--- src/rtl/ringbuf_mc.sv ---
`default_nettype none
// ringbuf_mc: multi-channel audio frame ring buffer. An asynchronous write strobe
// commits one frame; frames are read back by offset from the oldest unread one.
module ringbuf_mc #(
   parameter int WIDTH      = 24,
   parameter int NCH        = 2,
   parameter int DEPTH_LOG2 = 4,
   parameter bit OVERWRITE  = 1'b1
) (
   input  logic                  clk,
   input  logic                  rst_n,
   input  logic [NCH*WIDTH-1:0]  data_i,
   input  logic                  wpulse_i,
   input  logic                  pop_i,
   input  logic [DEPTH_LOG2-1:0] offset_i,
   output logic [NCH*WIDTH-1:0]  data_o,
   output logic                  valid_o,
   output logic [DEPTH_LOG2:0]   count_o,
   output logic                  full_o,
   output logic                  empty_o,
   output logic                  ovf_o,
   output logic                  udf_o,
   input  logic                  clr_i
);
   localparam int FW    = NCH * WIDTH;
   localparam int DEPTH = 1 << DEPTH_LOG2;
   localparam int CW    = DEPTH_LOG2 + 1;
   localparam logic [DEPTH_LOG2:0] CNT_FULL = {1'b1, {DEPTH_LOG2{1'b0}}};

   logic [2:0]            sync_q, sync_d;
   logic [DEPTH_LOG2-1:0] wptr_q, wptr_d;
   logic [DEPTH_LOG2-1:0] rptr_q, rptr_d;
   logic [DEPTH_LOG2:0]   count_q, count_d;
   logic [FW-1:0]         data_q, data_d;
   logic                  valid_q, valid_d;
   logic                  ovf_q, ovf_d;
   logic                  udf_q, udf_d;
   logic [FW-1:0]         mem_q [DEPTH];

   logic                  wr_ev;
   logic                  is_full;
   logic                  is_empty;
   logic                  do_pop;
   logic                  mem_we;
   logic                  ovf_set;
   logic                  udf_set;
   logic [DEPTH_LOG2-1:0] rd_idx;

   always_comb begin
      // sync_q[0]/[1] form the synchroniser, sync_q[2] remembers the previous level
      sync_d   = {sync_q[1:0], wpulse_i};
      wr_ev    = sync_q[1] & ~sync_q[2];
      is_full  = (count_q == CNT_FULL);
      is_empty = (count_q == '0);
      do_pop   = pop_i & ~is_empty;

      wptr_d  = wptr_q;
      rptr_d  = rptr_q;
      count_d = count_q;
      mem_we  = 1'b0;
      ovf_set = 1'b0;
      udf_set = pop_i & is_empty;

      if (wr_ev) begin
         if (do_pop) begin
            mem_we = 1'b1;
            wptr_d = wptr_q + DEPTH_LOG2'(1);
            rptr_d = rptr_q + DEPTH_LOG2'(1);
         end else if (is_full) begin
            ovf_set = 1'b1;
            if (OVERWRITE) begin
               mem_we = 1'b1;
               wptr_d = wptr_q + DEPTH_LOG2'(1);
               rptr_d = rptr_q + DEPTH_LOG2'(1);
            end
         end else begin
            mem_we  = 1'b1;
            wptr_d  = wptr_q + DEPTH_LOG2'(1);
            count_d = count_q + CW'(1);
         end
      end else if (do_pop) begin
         rptr_d  = rptr_q + DEPTH_LOG2'(1);
         count_d = count_q - CW'(1);
      end

      // Read side sees pre-edge pointers and memory; data updates even when invalid
      rd_idx  = rptr_q + offset_i;
      data_d  = mem_q[rd_idx];
      valid_d = ({1'b0, offset_i} < count_q);

      ovf_d = ovf_set | (ovf_q & ~clr_i);
      udf_d = udf_set | (udf_q & ~clr_i);
   end

   always_ff @(posedge clk or negedge rst_n) begin
      if (!rst_n) begin
         sync_q  <= '0;
         wptr_q  <= '0;
         rptr_q  <= '0;
         count_q <= '0;
         data_q  <= '0;
         valid_q <= 1'b0;
         ovf_q   <= 1'b0;
         udf_q   <= 1'b0;
      end else begin
         sync_q  <= sync_d;
         wptr_q  <= wptr_d;
         rptr_q  <= rptr_d;
         count_q <= count_d;
         data_q  <= data_d;
         valid_q <= valid_d;
         ovf_q   <= ovf_d;
         udf_q   <= udf_d;
      end
   end

   always_ff @(posedge clk) begin
      if (mem_we) begin
         mem_q[wptr_q] <= data_i;
      end
   end

   assign data_o  = data_q;
   assign valid_o = valid_q;
   assign count_o = count_q;
   assign full_o  = is_full;
   assign empty_o = is_empty;
   assign ovf_o   = ovf_q;
   assign udf_o   = udf_q;

endmodule
`default_nettype wire

--- config.mk ---
export PLATFORM = sky130hd
export DESIGN_NAME = ringbuf_mc
export DESIGN_NICKNAME = d
export VERILOG_FILES = /design/src/rtl/ringbuf_mc.sv
export SDC_FILE = /design/constraint.sdc
export NUM_CORES = 1
export LEC_CHECK = 0
export CAP_MARGIN = 20
export CORE_MARGIN = 2
export CORE_UTILIZATION = 50
export CTS_BUF_LIST = sky130_fd_sc_hd__clkbuf_8
export DETAILED_ROUTE_END_ITERATION = 7
export DONT_BUFFER_PORTS = 1
export GPL_ROUTABILITY_DRIVEN = 0
export SLEW_MARGIN = 20
export SYNTH_ARGS = -nofsm -noshare
export SYNTH_HDL_FRONTEND = slang
export SYNTH_SLANG_ARGS = --single-unit
--- constraint.sdc ---
create_clock -name clk -period 10.6 [get_ports clk]
set_clock_uncertainty 0.05 [all_clocks]
set_input_delay 1.06 -clock clk [delete_from_list [all_inputs] [get_ports clk]]
set_output_delay 1.06 -clock clk [all_outputs]
set_load 0.01 [all_outputs]
==> flow_summary.ini <==
[power]
power.leakage_uw = 0.0115
powerDensity_nw_per_um2 = 281
p_total_uw = 9910
vdd_drop_max_mv = 0.207

[sta]
finalHoldViolations = 0
rsz0062_at_grt = no
finalSetupViolCount = 0
fmax_mhz = 243
finalCriticalPeriod_ns = 4.11
slew_viol_final = 0
tightest_slew_ns = 1.00
fin_crit_sh_pct = 38.7
setup-tns-final_ns = 0
slew_headroom_pct = 33.3

[synthesis]
synthDistinctLibCells = 35
netlist_top_cells_area = edfxtp_1 (73%), mux4_2 (14%), dfrtp_1 (5.3%), nand3_1 (3.0%), nand4_1 (0.99%)
synth_top_area_cell = edfxtp_1
syn_inst = 1459
syn-num-nets = 1532
ys.flop_type = edfxtp_1
synth_top_area_share_pct = 73.2
synth_edf_count = 768
async_reset_ff_share_pct = 8.02
yosysSeqAreaShare_pct = 78.5
avgSynthCellArea_um2 = 21.6
ys_ff_latch = 835
syn_area_um2 = 31500
yosys_warnings = 0

[setup_path]
crit_type = reg2reg
crit_chain = ha_4 -> fa_4 -> buf_4 -> buf_4 -> mux4_2 -> nand3_1 -> nand4_1
arrival_ns = 4.68
path_buf_inv = 2
critPathMaxStageDelay_ns = 1.02
critPathTopFamily = buffers and inverters
worstSetupEndpointType = register
cpMaxStageDelayCell = fa_4
critPathLaunchType = register
crit_top_cell = buf_4
path_max_fanout = 59
cp.required_ns = 11.17

[floorplan]
rows = 92
initial_core_util_pct = 50.2
die_x_um = 255
io_pins = 115
die-height_um = 255
core-area_um2 = 62700
die-area_um2 = 65100

[clocking]
cts_buffers = 138
cts_max_path_buffers = 3
htree_num_levels = 4
ctsHoldBuffers = 1
cts_tree = done
post_cts_buffers = 0
clk_latency_ns = 0.76
path_clk_slew_ns = 0.06
cts_sinks = 835
cts_root_buffer = clkbuf_8
ctsResizeCount = 0

[route]
vias = 14950
wl_per_cell_um = 27.8
dr.pass1.iters = 5
vias_per_cell = 5.97
drt-total-wl_um = 69700
drt.antenna.violating_nets = 0
first_iter_violations = 1308
remaining_drc_errors = 0

[layout]
fillers = 4634
utilization_pct = 56.3
layout.nets = 1619
multi_input_area_um2 = 6510
regArea_um2 = 24700
area_growth_pct = 12.0
drive_gt1_share_pct = 26.1

[place]
port_buffers = 0
hpwl_um = 33400

[global_routing]
grt_pass1_wl_um = 102000
antenna_found_initial = 1
grt_max_degree = 113
grt.total_usage_pct = 22.2
grt_overflow = 0
grt_pass1_vias = 15531

[worst_hold_path]
min_path_type = in2async

[status]
status = completed

[flow_run]
maxCapViolCount = 0
==> cell usage after synthesis (5+ instances only) <==
master and instances:
inv_1 11, buf_2 23, nand3_1 192, nor2_1 15, clkbuf_1 39, mux4_2 192
ha_1 14, o21ai_0 5, buf_1 10, xnor2_1 7, buf_4 15, nand4_1 50
dfrtp_1 67, edfxtp_1 768, nand2_1 10
==> worst paths after layout <==
check / endpoint / slack, ns / cells after the start / from
worst max-delay path: data_o[32] / 6.49 / 7 / rptr_q[0]
worst min-delay path: data_o[15] / 0.16 / 1 / rst_n
worst max register to register: data_o[32] / 6.49 / 7 / rptr_q[0]
worst min register to register: sync_q[1] / 0.31 / 0 / sync_q[0]
max in group asynchronous: data_o[28] / 9.94 / 1 / rst_n
min in group clk: sync_q[0] / 0.27 / 0 / wpulse_i
==> worst reg2reg max path: stages (launching register included) <==
cell	delay (ns)
dfrtp_1	0.46
ha_4	0.21
fa_4	1.02
buf_4	0.81
buf_4	0.79
mux4_2	0.44
nand3_1	0.09
nand4_1	0.10
==> where the power goes <==
group	internal (µW)	switching (µW)
Sequential	3900	188
Clock	1420	1230
Combinational	1290	1880
==> registers in the layout (all words and copies together), names as in the netlist <==
name / cells
mem_q: 768
data_o: 48
count_o: 5
rptr_q: 4
wptr_q: 4
sync_q: 3
ovf_o: 1
udf_o: 1
valid_o: 1
==> cell type report <==
cell class	count	share of cell area (%)
sequential	835	70.1
tap	846	3.00
antenna	2	0.0142
timing repair buffer	34	0.907
clock buffer	153	5.96
clock inverter	99	1.50
multi-input combinational	526	18.4
inverter	11	0.117
==> logic make-up (layout without fill, tap and decap cells) <==
logic type	Yosys count	after routing	share of synthesized area (%)
multiplexers	196	196	13.9
AND/OR/NAND/NOR	283	283	4.69
flip-flops	835	835	78.5
XOR/XNOR	14	14	0.461
AO/OA/AOI/OAI	17	17	0.369
buffers and inverters	98	297	1.44
adder cells (fa/ha/maj)	16	16	0.683
other	0	2	0
==> layer usage <==
layer  part of all wire (%)  vias up  wire (µm)  track usage, %
met1                     42     8093      29400            30.1
met5                      0        -          0               0
met3                    7.1       81       4960            6.30
li1                       -     6276          -               -
met2                     49      500      34200            35.3
met4                    1.6        0       1130            6.85
==> per-stage QoR <==
step	area, µm²	setup slack, ns	instances	hold slack [ns]
3_5_place_dp	32600	5.87	2250	0.301
2_1_floorplan	31500	5.62	1459	0.281
6_report	35300	6.49	2506	0.162
5_1_grt	35300	6.30	2505	0.125
4_1_cts	35300	6.41	2503	0.107
3_3_place_gp	32600	5.92	2249	0.299
==> cell usage in the layout (no fill, tap or decap), types with 3 or more instances in the layout <==
cell        instances
nand4_1            50
inv_1              65
mux4_2            192
nor2_4             12
nand2b_1            4
xor2_1              3
nor2_1              3
xnor2_1             6
and2_1              3
nand3_1           192
edfxtp_1          768
clkbuf_8          153
a21oi_1             4
clkinv_2           15
bufinv_16           4
clkinvlp_4          6
buf_4              30
o21ai_0             5
clkinv_1           18
nor3_2              3
a21o_1              3
mux2i_1             3
ha_1               13
dfrtp_1            67
nand2_1            10
No activity file was read; power rests on OpenSTA's default activity.
